### src/rtl/frame_bank_pkg.sv
// Shared constants, startup sequencing states and helpers for the frame bank arbiter.
package frame_bank_pkg;

  localparam int unsigned RD_BANK_RST = 0;
  localparam int unsigned WR_BANK_RST = 1;
  localparam int unsigned MIN_BANKS   = 2;
  localparam int unsigned MAX_BANKS   = 8;

  typedef enum logic [1:0] {
    ST_INIT0,
    ST_INIT1,
    ST_RUN
  } start_state_t;

  function automatic int unsigned clog2(input int unsigned n);
    int unsigned r;
    r = 0;
    while ((32'd1 << r) < n) r++;
    return r;
  endfunction

endpackage

### src/rtl/fba_edge_sync.sv
// Two-flop synchroniser with registered rising-edge pulse for an asynchronous done level.
module fba_edge_sync (
  input  logic clk,
  input  logic reset,
  input  logic din,
  output logic pulse
);

  logic s1;
  logic s2;

  always_ff @(posedge clk or negedge reset) begin
    if (!reset) begin
      s1    <= 1'b0;
      s2    <= 1'b0;
      pulse <= 1'b0;
    end else begin
      s1    <= din;
      s2    <= s1;
      pulse <= s1 & ~s2;
    end
  end

endmodule

### src/rtl/frame_bank_arbiter.sv
// N-bank frame buffer arbiter between camera write path and VGA read path.
// Optional statistics counters enabled by defining FRAME_STATS_EN.
module frame_bank_arbiter
  import frame_bank_pkg::*;
#(
  parameter int unsigned NUM_BANKS = 3,
  parameter int unsigned BANK_W    = 2,
  parameter int unsigned CNT_W     = 16
) (
  input  logic              clk,
  input  logic              reset,
  input  logic              frame_write_done,
  input  logic              frame_read_done,
  output logic [BANK_W-1:0] write_bank_address,
  output logic [BANK_W-1:0] read_bank_address,
  output logic              write_address_set,
  output logic              read_address_set,
  output logic              frame_read_done_buff,
  output logic              ready_valid
`ifdef FRAME_STATS_EN
  ,
  output logic [CNT_W-1:0]  frame_drop_cnt,
  output logic [CNT_W-1:0]  frame_repeat_cnt
`endif
);

  localparam int unsigned MIN_W = (clog2(NUM_BANKS) < 1) ? 1 : clog2(NUM_BANKS);

  if (NUM_BANKS < MIN_BANKS || NUM_BANKS > MAX_BANKS) begin : g_bad_banks
    $error("frame_bank_arbiter: NUM_BANKS out of range");
  end
  if (BANK_W < MIN_W) begin : g_bad_bank_w
    $error("frame_bank_arbiter: BANK_W too small for NUM_BANKS");
  end
  if (CNT_W < 1) begin : g_bad_cnt_w
    $error("frame_bank_arbiter: CNT_W must be at least 1");
  end

  logic              wr_ev;
  logic              rd_ev;
  logic [BANK_W-1:0] ready_bank;
  start_state_t      state;

  logic [BANK_W-1:0] nxt_write;
  logic [BANK_W-1:0] nxt_read;
  logic [BANK_W-1:0] nxt_ready;
  logic              nxt_valid;
  logic              wset;
  logic              rset;

  fba_edge_sync u_wr_sync (
    .clk   (clk),
    .reset (reset),
    .din   (frame_write_done),
    .pulse (wr_ev)
  );

  fba_edge_sync u_rd_sync (
    .clk   (clk),
    .reset (reset),
    .din   (frame_read_done),
    .pulse (frame_read_done_buff)
  );

  assign rd_ev = frame_read_done_buff;

  // Lowest bank index that is neither a nor b.
  function automatic logic [BANK_W-1:0] free_bank(input logic [BANK_W-1:0] a,
                                                 input logic [BANK_W-1:0] b);
    logic [BANK_W-1:0] pick;
    pick = '0;
    for (int unsigned i = NUM_BANKS; i > 0; i--) begin
      if (BANK_W'(i - 1) != a && BANK_W'(i - 1) != b) pick = BANK_W'(i - 1);
    end
    return pick;
  endfunction

  always_comb begin
    nxt_write = write_bank_address;
    nxt_read  = read_bank_address;
    nxt_ready = ready_bank;
    nxt_valid = ready_valid;
    wset      = 1'b0;
    rset      = 1'b0;
    if (NUM_BANKS == 2) begin
      // Read switch compares against the write bank before any toggle this cycle.
      if (rd_ev && write_bank_address == read_bank_address) begin
        nxt_read = (read_bank_address == '0) ? BANK_W'(1) : '0;
        rset     = 1'b1;
      end
      if (wr_ev) begin
        nxt_write = (write_bank_address == '0) ? BANK_W'(1) : '0;
        wset      = 1'b1;
      end
      nxt_valid = (nxt_write == nxt_read);
    end else begin
      if (wr_ev && rd_ev) begin
        nxt_ready = write_bank_address;
        nxt_read  = write_bank_address;
        nxt_valid = 1'b0;
        nxt_write = free_bank(write_bank_address, write_bank_address);
        wset      = 1'b1;
        rset      = 1'b1;
      end else if (wr_ev) begin
        nxt_ready = write_bank_address;
        nxt_valid = 1'b1;
        nxt_write = free_bank(read_bank_address, write_bank_address);
        wset      = 1'b1;
      end else if (rd_ev && ready_valid) begin
        nxt_read  = ready_bank;
        nxt_valid = 1'b0;
        rset      = 1'b1;
      end
    end
  end

  always_ff @(posedge clk or negedge reset) begin
    if (!reset) begin
      state              <= ST_INIT0;
      write_bank_address <= BANK_W'(WR_BANK_RST);
      read_bank_address  <= BANK_W'(RD_BANK_RST);
      ready_bank         <= BANK_W'(RD_BANK_RST);
      ready_valid        <= 1'b0;
      write_address_set  <= 1'b0;
      read_address_set   <= 1'b0;
`ifdef FRAME_STATS_EN
      frame_drop_cnt     <= '0;
      frame_repeat_cnt   <= '0;
`endif
    end else begin
      write_bank_address <= nxt_write;
      read_bank_address  <= nxt_read;
      ready_bank         <= nxt_ready;
      ready_valid        <= nxt_valid;
      write_address_set  <= wset | (state == ST_INIT1);
      read_address_set   <= rset | (state == ST_INIT1);
      case (state)
        ST_INIT0: state <= ST_INIT1;
        ST_INIT1: state <= ST_RUN;
        default:  state <= ST_RUN;
      endcase
`ifdef FRAME_STATS_EN
      if (NUM_BANKS > 2 && wr_ev && !rd_ev && ready_valid && frame_drop_cnt != '1)
        frame_drop_cnt <= frame_drop_cnt + CNT_W'(1);
      if (rd_ev && !rset && frame_repeat_cnt != '1)
        frame_repeat_cnt <= frame_repeat_cnt + CNT_W'(1);
`endif
    end
  end

endmodule

### config.mk
export PLATFORM = sky130hd
export DESIGN_NAME = frame_bank_arbiter
export DESIGN_NICKNAME = d
export VERILOG_FILES = /design/src/rtl/frame_bank_pkg.sv /design/src/rtl/fba_edge_sync.sv /design/src/rtl/frame_bank_arbiter.sv
export SDC_FILE = /design/constraint.sdc
export NUM_CORES = 1
export LEC_CHECK = 0
export CAP_MARGIN = 15
export CORE_AREA = 8 8 45 47
export CTS_BUF_LIST = sky130_fd_sc_hd__clkbuf_8
export CTS_CLUSTER_SIZE = 16
export DETAILED_ROUTE_END_ITERATION = 6
export DIE_AREA = 0 0 53 55
export GPL_ROUTABILITY_DRIVEN = 0
export PLACE_DENSITY = 0.75
export SYNTH_ARGS = -nofsm -noshare
export SYNTH_HDL_FRONTEND = slang
export SYNTH_HIERARCHICAL = 1
export SYNTH_SLANG_ARGS = --single-unit
### constraint.sdc
create_clock -name clk -period 1.4 [get_ports clk]
set_input_delay 0.28 -clock clk [delete_from_list [all_inputs] [get_ports clk]]
set_output_delay 0.28 -clock clk [all_outputs]
set_load 0.01 [all_outputs]
==> results by group, run 1 <==
Critical path
  • Top delay family on crit path: buffers and inverters
  • WS Path Type: flop to output pin
  • Crit path arrival time: 1.08 ns
  • CP endpoint kind: output pin
  • Reg-to-reg endpoint: write_bank_address[1]
  • CP startpoint: read_address_set
  • Crit path cell chain: clkdlybuf4s50_1
  • R2r startpoint: u_wr_sync/pulse
  • CP Data Required Time: 1.12 ns
  • Worst setup SP type: flop
  • Reg2reg path depth: 2
  • Bufs and invs on worst path: 1
  • Slowest-stage cell, CP: clkdlybuf4s50_1
  • R2R Setup Slk: 0.17 ns
  • Critical path fanouts, max: 1
  • Critical Path Max Stage Delay: 0.52 ns

Place
  • # port buffers: 11

Cells and area
  • N_diodes: 0
  • Most common cell after layout, fill and taps aside: dfrtp_1
  • Area grow syn2layout: 30.5%
  • Share of cells above drive strength 1: 24.6%
  • Nets: 70
  • Most frequent cells in the layout: dfrtp_1, dlygate4sd2_1, buf_4

Logic synthesis
  • Number of synthesis warnings: 6
  • Synthesized Nets: 50
  • Synth Area in Simple Gates: 20.5%
  • Yosys cell types: 23
  • Synth Flop Type: dfrtp_1
  • Post-synth ARST share: 100%
  • XOR/XNOR share of the synthesized area: 1.34%
  • Mapped Cells: 46
  • Syn_area_per_cell: 14.2 um^2
  • Largest family of logic cells by synthesized area: simple AND/OR/NAND/NOR gates
  • Compound-gate portion of the synthesized area: 6.72%
  • Sequential element share of the synthesized area: 65.5%
  • Post-synth EDFFs: 0
  • Cell Area, Synth: 652 um^2
  • Mux contribution to synthesized area: 3.45%
  • Seq cells post-synth: 17
  • Post-synthesis adder-cell area fraction: 0%

Timing
  • Slew @ Worst Pin: 0.371 ns
  • Crit share post-route: 97.3%
  • Slew headroom: 75.0%
  • Fmax: 0.734 GHz
  • RSZ-0062 raised after global routing: no
  • Setup TNS: 0 ns
  • Final setup violation count: 0
  • Final min period: 1.36 ns
  • Fin. max-slew vios: 0
  • Hold WS: 0.274 ns
  • Worst Skew: 0.00180 ns
  • Hold Fails Final Rpt: 0

Clock network
  • Total clock sinks: 17
  • Skew-Pair Late Insertion Delay: 0.24 ns
  • Root Buffer Master: clkbuf_8
  • CTS Buf Count: 3
  • Maximum root-to-sink buffer count: 2
  • H-tree depth: 1
  • CTS tree: built
  • Clk pin slew, worst setup/hold paths: 0.06 ns

Die
  • Site Rows: 14
  • # IOs: 12
  • Die width: 53 um
  • DIE HEIGHT: 55 um
  • Core Box Area: 1380 um^2
  • Starting Density: 47.1%
  • DIE AREA: 2920 um^2

Global route
  • Largest net degree at the start of global routing: 14
  • All-layer global routing usage: 8.19%
  • Global-route wire length before repair: 1.73 mm
  • GR Overflow Total: 0
  • Vias in the first global route: 412
  • Initial antenna violation count: 0

Drt
  • Routed wire length: 1.04 mm
  • DRT iter0 DRCs: 4
  • Drt via density: 5.26
  • DRC: 0
  • WL/cell: 12.8 um
  • Drt pass-1 iters: 3
  • Via count: 426
  • ANT nets after route: 0

Pwr
  • Worst vdd ir: 0.000910 V
  • Leak: 0.448 nW
  • Power Dens Cells: 1620 nW/um^2

Run status
  • Status: completed

Run
  • Number of max-cap violations: 0

Worst hold path
  • Hold WC Path Type: input port to asynchronous set/reset pin
## power by group
| group | total (mW) | switching, mW | internal (mW) |
|---|---|---|---|
| Combinational | 0.372 | 0.159 | 0.213 |
| Sequential | 0.666 | 0.0672 | 0.599 |
| Clock | 0.341 | 0.148 | 0.194 |
## routing by layer
| layer | global-route usage, % | vias up | wire length, um |
|---|---|---|---|
| met5 | 0 | - | 0 |
| met1 | 8.19 | 217 | 453 |
| li1 | - | 198 | - |
| met3 | 2.67 | 2 | 72 |
| met2 | 13.9 | 9 | 505 |
| met4 | 6.47 | 0 | 8 |
## worst max-delay path by stage
stage                                        to  slack [ns]  cells past startpoint
final                          read_address_set        0.04                      1
after global routing           read_address_set       0.008                      1
after CTS                      read_address_set        0.02                      1
after detailed placement  write_bank_address[0]        0.09                      1
after global placement    write_bank_address[0]        0.09                      1
after floorplan           write_bank_address[1]        0.24                      2
## timing repair
item / 4_1_cts / 5_1_grt
setup buffers: 1 / 0
gates resized for setup: 7 / 0
setup endpoints to repair: 7 / 0
hold buffers: 0 / 0
## cell type report
| cell class | instances | area [um^2] |
|---|---|---|
| fill | 121 | 533 |
| sequential | 17 | 427 |
| multi-input combinational | 25 | 209 |
| timing repair buffer | 16 | 139 |
| clock buffer | 3 | 41.3 |
| tap | 16 | 20.0 |
| inverter | 3 | 11.3 |
| clock inverter | 1 | 3.75 |
## sequential cells by signal (all words and copies together), names as in the netlist, 2 cells and up
signal and count:
state 2, read_bank_address 2, ready_bank 2, write_bank_address 2
## through the flow
step	power, mW	instances	util [%]	setup WS (ns)	instance area [um^2]
final	1.38	81	61.5	0.0378	851
after global placement	1.07	76	58.3	0.0870	807
after floorplan	0.869	46	-	0.235	652
after detailed placement	1.08	76	58.3	0.0867	807
after global routing	1.45	81	61.5	0.00808	851
after CTS	1.40	81	61.5	0.0239	851
## synthesized netlist by cell type, types with 2 or more instances
cell	number	area [um^2]
dfrtp_1	16	400
inv_1	3	11.3
nor2_1	3	11.3
and3b_1	2	17.5
mux2_2	2	22.5
nand2b_1	2	12.5
nor2b_4	2	27.5
## cell families after synthesis
logic type | Yosys count
AND/OR/NAND/NOR | 17
AO/OA/AOI/OAI | 5
XOR/XNOR | 1
multiplexers | 2
flip-flops | 17
buffers and inverters | 4
Note: power is estimated with default switching activity, not from simulation.
==> inputs of run 2 (changes only) <==
--- a/config.mk
+++ b/config.mk
@@ -12,7 +12,8 @@
 export DETAILED_ROUTE_END_ITERATION = 6
 export DIE_AREA = 0 0 53 55
 export GPL_ROUTABILITY_DRIVEN = 0
-export PLACE_DENSITY = 0.75
+export PLACE_DENSITY_LB_ADDON = 0.12
+export SKIP_CTS_REPAIR_TIMING = 1
 export SYNTH_ARGS = -nofsm -noshare
 export SYNTH_HDL_FRONTEND = slang
 export SYNTH_HIERARCHICAL = 1
==> results by group, run 2 (synthesis gave the netlist of run 1 again) <==
Run status
  • Status: completed (unchanged)

Global route
  • Largest net degree at the start of global routing: 13 (was 14)
  • Initial antenna violation count: 0 (unchanged)
  • GR Overflow Total: 0 (unchanged)
  • Global-route wire length before repair: 1.79 mm (was 1.73 mm)
  • All-layer global routing usage: 8.57% (was 8.19%)
  • Vias in the first global route: 395 (was 412)

Clock network
  • CTS Buf Count: 3 (unchanged)
  • CTS tree: built (unchanged)
  • Root Buffer Master: clkbuf_8 (unchanged)
  • Maximum root-to-sink buffer count: 2 (unchanged)
  • Total clock sinks: 17 (unchanged)
  • Clk pin slew, worst setup/hold paths: 0.06 ns (about the same)
  • Skew-Pair Late Insertion Delay: 0.25 ns (was 0.24 ns)
  • H-tree depth: 1 (unchanged)

Critical path
  • WS Path Type: flop to flop (was flop to output pin)
  • Setup crit end: write_bank_address[1] (was read_address_set)
  • Worst setup SP type: flop (unchanged)
  • CP startpoint: u_wr_sync/pulse (was read_address_set)
  • Reg-to-reg endpoint: write_bank_address[1] (unchanged)
  • Critical path fanouts, max: 12 (was 1)
  • CP endpoint kind: flop (was output pin)
  • Reg2reg path depth: 2 (unchanged)
  • CP Data Required Time: 1.57 ns (was 1.12 ns)
  • R2r startpoint: u_wr_sync/pulse (unchanged)
  • Crit path arrival time: 1.41 ns (was 1.08 ns)
  • R2R Setup Slk: 0.16 ns (was 0.17 ns)

Die
  • Die width: 53 um (unchanged)
  • # IOs: 12 (unchanged)
  • Core Box Area: 1380 um^2 (unchanged)
  • Starting Density: 47.1% (unchanged)
  • DIE AREA: 2920 um^2 (unchanged)
  • Site Rows: 14 (unchanged)
  • DIE HEIGHT: 55 um (unchanged)

Drt
  • WL/cell: 14.0 um (was 12.8 um)
  • Drt pass-1 iters: 4 (was 3)
  • Routed wire length: 1.13 mm (was 1.04 mm)
  • Via count: 415 (was 426)
  • ANT nets after route: 0 (unchanged)
  • Met1 wire length: 493 um (was 453 um)
  • DR top layer: met4 (unchanged)
  • WL met3: 79 um (was 72 um)
  • DRC: 0 (unchanged)
  • Met2 routed WL: 555 um (was 505 um)
  • Drt via density: 5.12 (was 5.26)
  • DRT iter0 DRCs: 5 (was 4)

Cells and area
  • Most common cell after layout, fill and taps aside: dfrtp_1 (unchanged)
  • Share of cells above drive strength 1: 29.2% (was 24.6%)
  • Area grow syn2layout: 37.4% (was 30.5%)
  • N_diodes: 0 (unchanged)
  • Final Util: 64.7% (was 61.5%)
  • Nets: 70 (unchanged)
  • Most frequent cells in the layout: dfrtp_1, dlymetal6s2s_1, buf_4 (was dfrtp_1, dlygate4sd2_1, buf_4)
  • Final cell count without fillers: 81 (unchanged)

Worst hold path
  • Hold WC Path Type: input port to asynchronous set/reset pin (unchanged)

Run
  • Number of max-cap violations: 0 (unchanged)

Timing
  • Final min period: 1.24 ns (was 1.36 ns)
  • Crit share post-route: 88.5% (was 97.3%)
  • RSZ-0062 raised after global routing: no (unchanged)
  • Worst Skew: 0.00223 ns (was 0.00180 ns)
  • Hold Fails Final Rpt: 0 (unchanged)
  • Slew @ Worst Pin: 0.324 ns (was 0.371 ns)
  • Hold WS: 0.293 ns (was 0.274 ns)
  • Fmax: 0.807 GHz (was 0.734 GHz)
  • Final setup violation count: 0 (unchanged)
  • Fin. max-slew vios: 0 (unchanged)
  • Setup WS post-layout: 0.161 ns (was 0.0378 ns)
  • Slew headroom: 78.2% (was 75.0%)

Pwr
  • Power Dens Cells: 1600 nW/um^2 (was 1620 nW/um^2)
  • Clock power frac: 24.4% (was 24.7%)
  • NetSw: 0.393 mW (was 0.374 mW)
  • Reg power frac: 47.5% (was 48.3%)
  • Switching Share: 27.4% (was 27.1%)
  • Internal cell power: 1.04 mW (was 1.01 mW)
  • Leak: 0.531 nW (was 0.448 nW)
  • Logic gate share of total power: 28.1% (was 27.0%)
  • Worst vdd ir: 0.000923 V (was 0.000910 V)

Place
  • # port buffers: 11 (unchanged)
  • Setup WS pre-CTS: 0.0773 ns (was 0.0867 ns)
  • DP HPWL: 794 um
  • Placed cells: 75 (was 76)
## run 2: cell types whose count changed in the layout (fill, tap and decap cells not counted), sizes merged
| cell | change |
|---|---|
| inv | -1 |
| clkinv | +1 |
| dlygate4sd2 | -7 |
| clkdlybuf4s50 | -1 |
| dlymetal6s2s | +8 |
## run 2: metrics by stage
| step | cell area [um^2] | power [mW] | setup TNS (ns) |
|---|---|---|---|
| floorplan | 652 | 0.869 | 0 |
| global placement | 812 | 1.07 | 0 |
| detailed placement | 812 | 1.09 | 0 |
| CTS | 858 | 1.44 | -0.840 |
| global route | 896 | 1.52 | 0 |
| finish | 896 | 1.44 | 0 |
## run 2: metal layers
layer | track usage (%) | vias to the layer above
met5 | 0 | -
met4 | 7.76 | 0
met3 | 3.21 | 2
met2 | 13.9 | 11
met1 | 8.47 | 205
li1 | - | 197
## run 2: worst min path at each step
| stage | depth (start not counted) | endpoint | start | slack [ns] |
|---|---|---|---|---|
| 2_1_floorplan | 0 | read_address_set | reset | -0.02 |
| 3_3_place_gp | 0 | u_wr_sync/s2 | u_wr_sync/s1 | 0.37 |
| 3_5_place_dp | 0 | u_wr_sync/s2 | u_wr_sync/s1 | 0.37 |
| 4_1_cts | 1 | read_bank_address[0] | reset | 0.29 |
| 5_1_grt | 1 | read_bank_address[0] | reset | 0.29 |
| 6_report | 1 | read_bank_address[0] | reset | 0.29 |
## run 2: power by group through the flow
stage          combinational (mW)  sequential, mW  clock (mW)
2_1_floorplan               0.152           0.717           0
3_3_place_gp                0.382           0.688           0
3_5_place_dp                0.394           0.695           0
4_1_cts                     0.394           0.687       0.362
5_1_grt                     0.435           0.702       0.386
6_report                    0.403           0.682       0.350
## run 2: final cells by class
class / count / area, um^2
Clock inverter: 1 / 5.00
Timing Repair Buffer: 16 / 180
Inverter: 3 / 11.3
Tap cell: 16 / 20.0
Sequential cell: 17 / 429
Clock buffer: 3 / 41.3
Multi-Input combinational cell: 25 / 209
Fill cell: 102 / 488
## run 2: critical path, cell delays in order (launching register included)
cell	delay, ns
dfrtp_1	0.54
or4b_1	0.49
o22ai_2	0.13
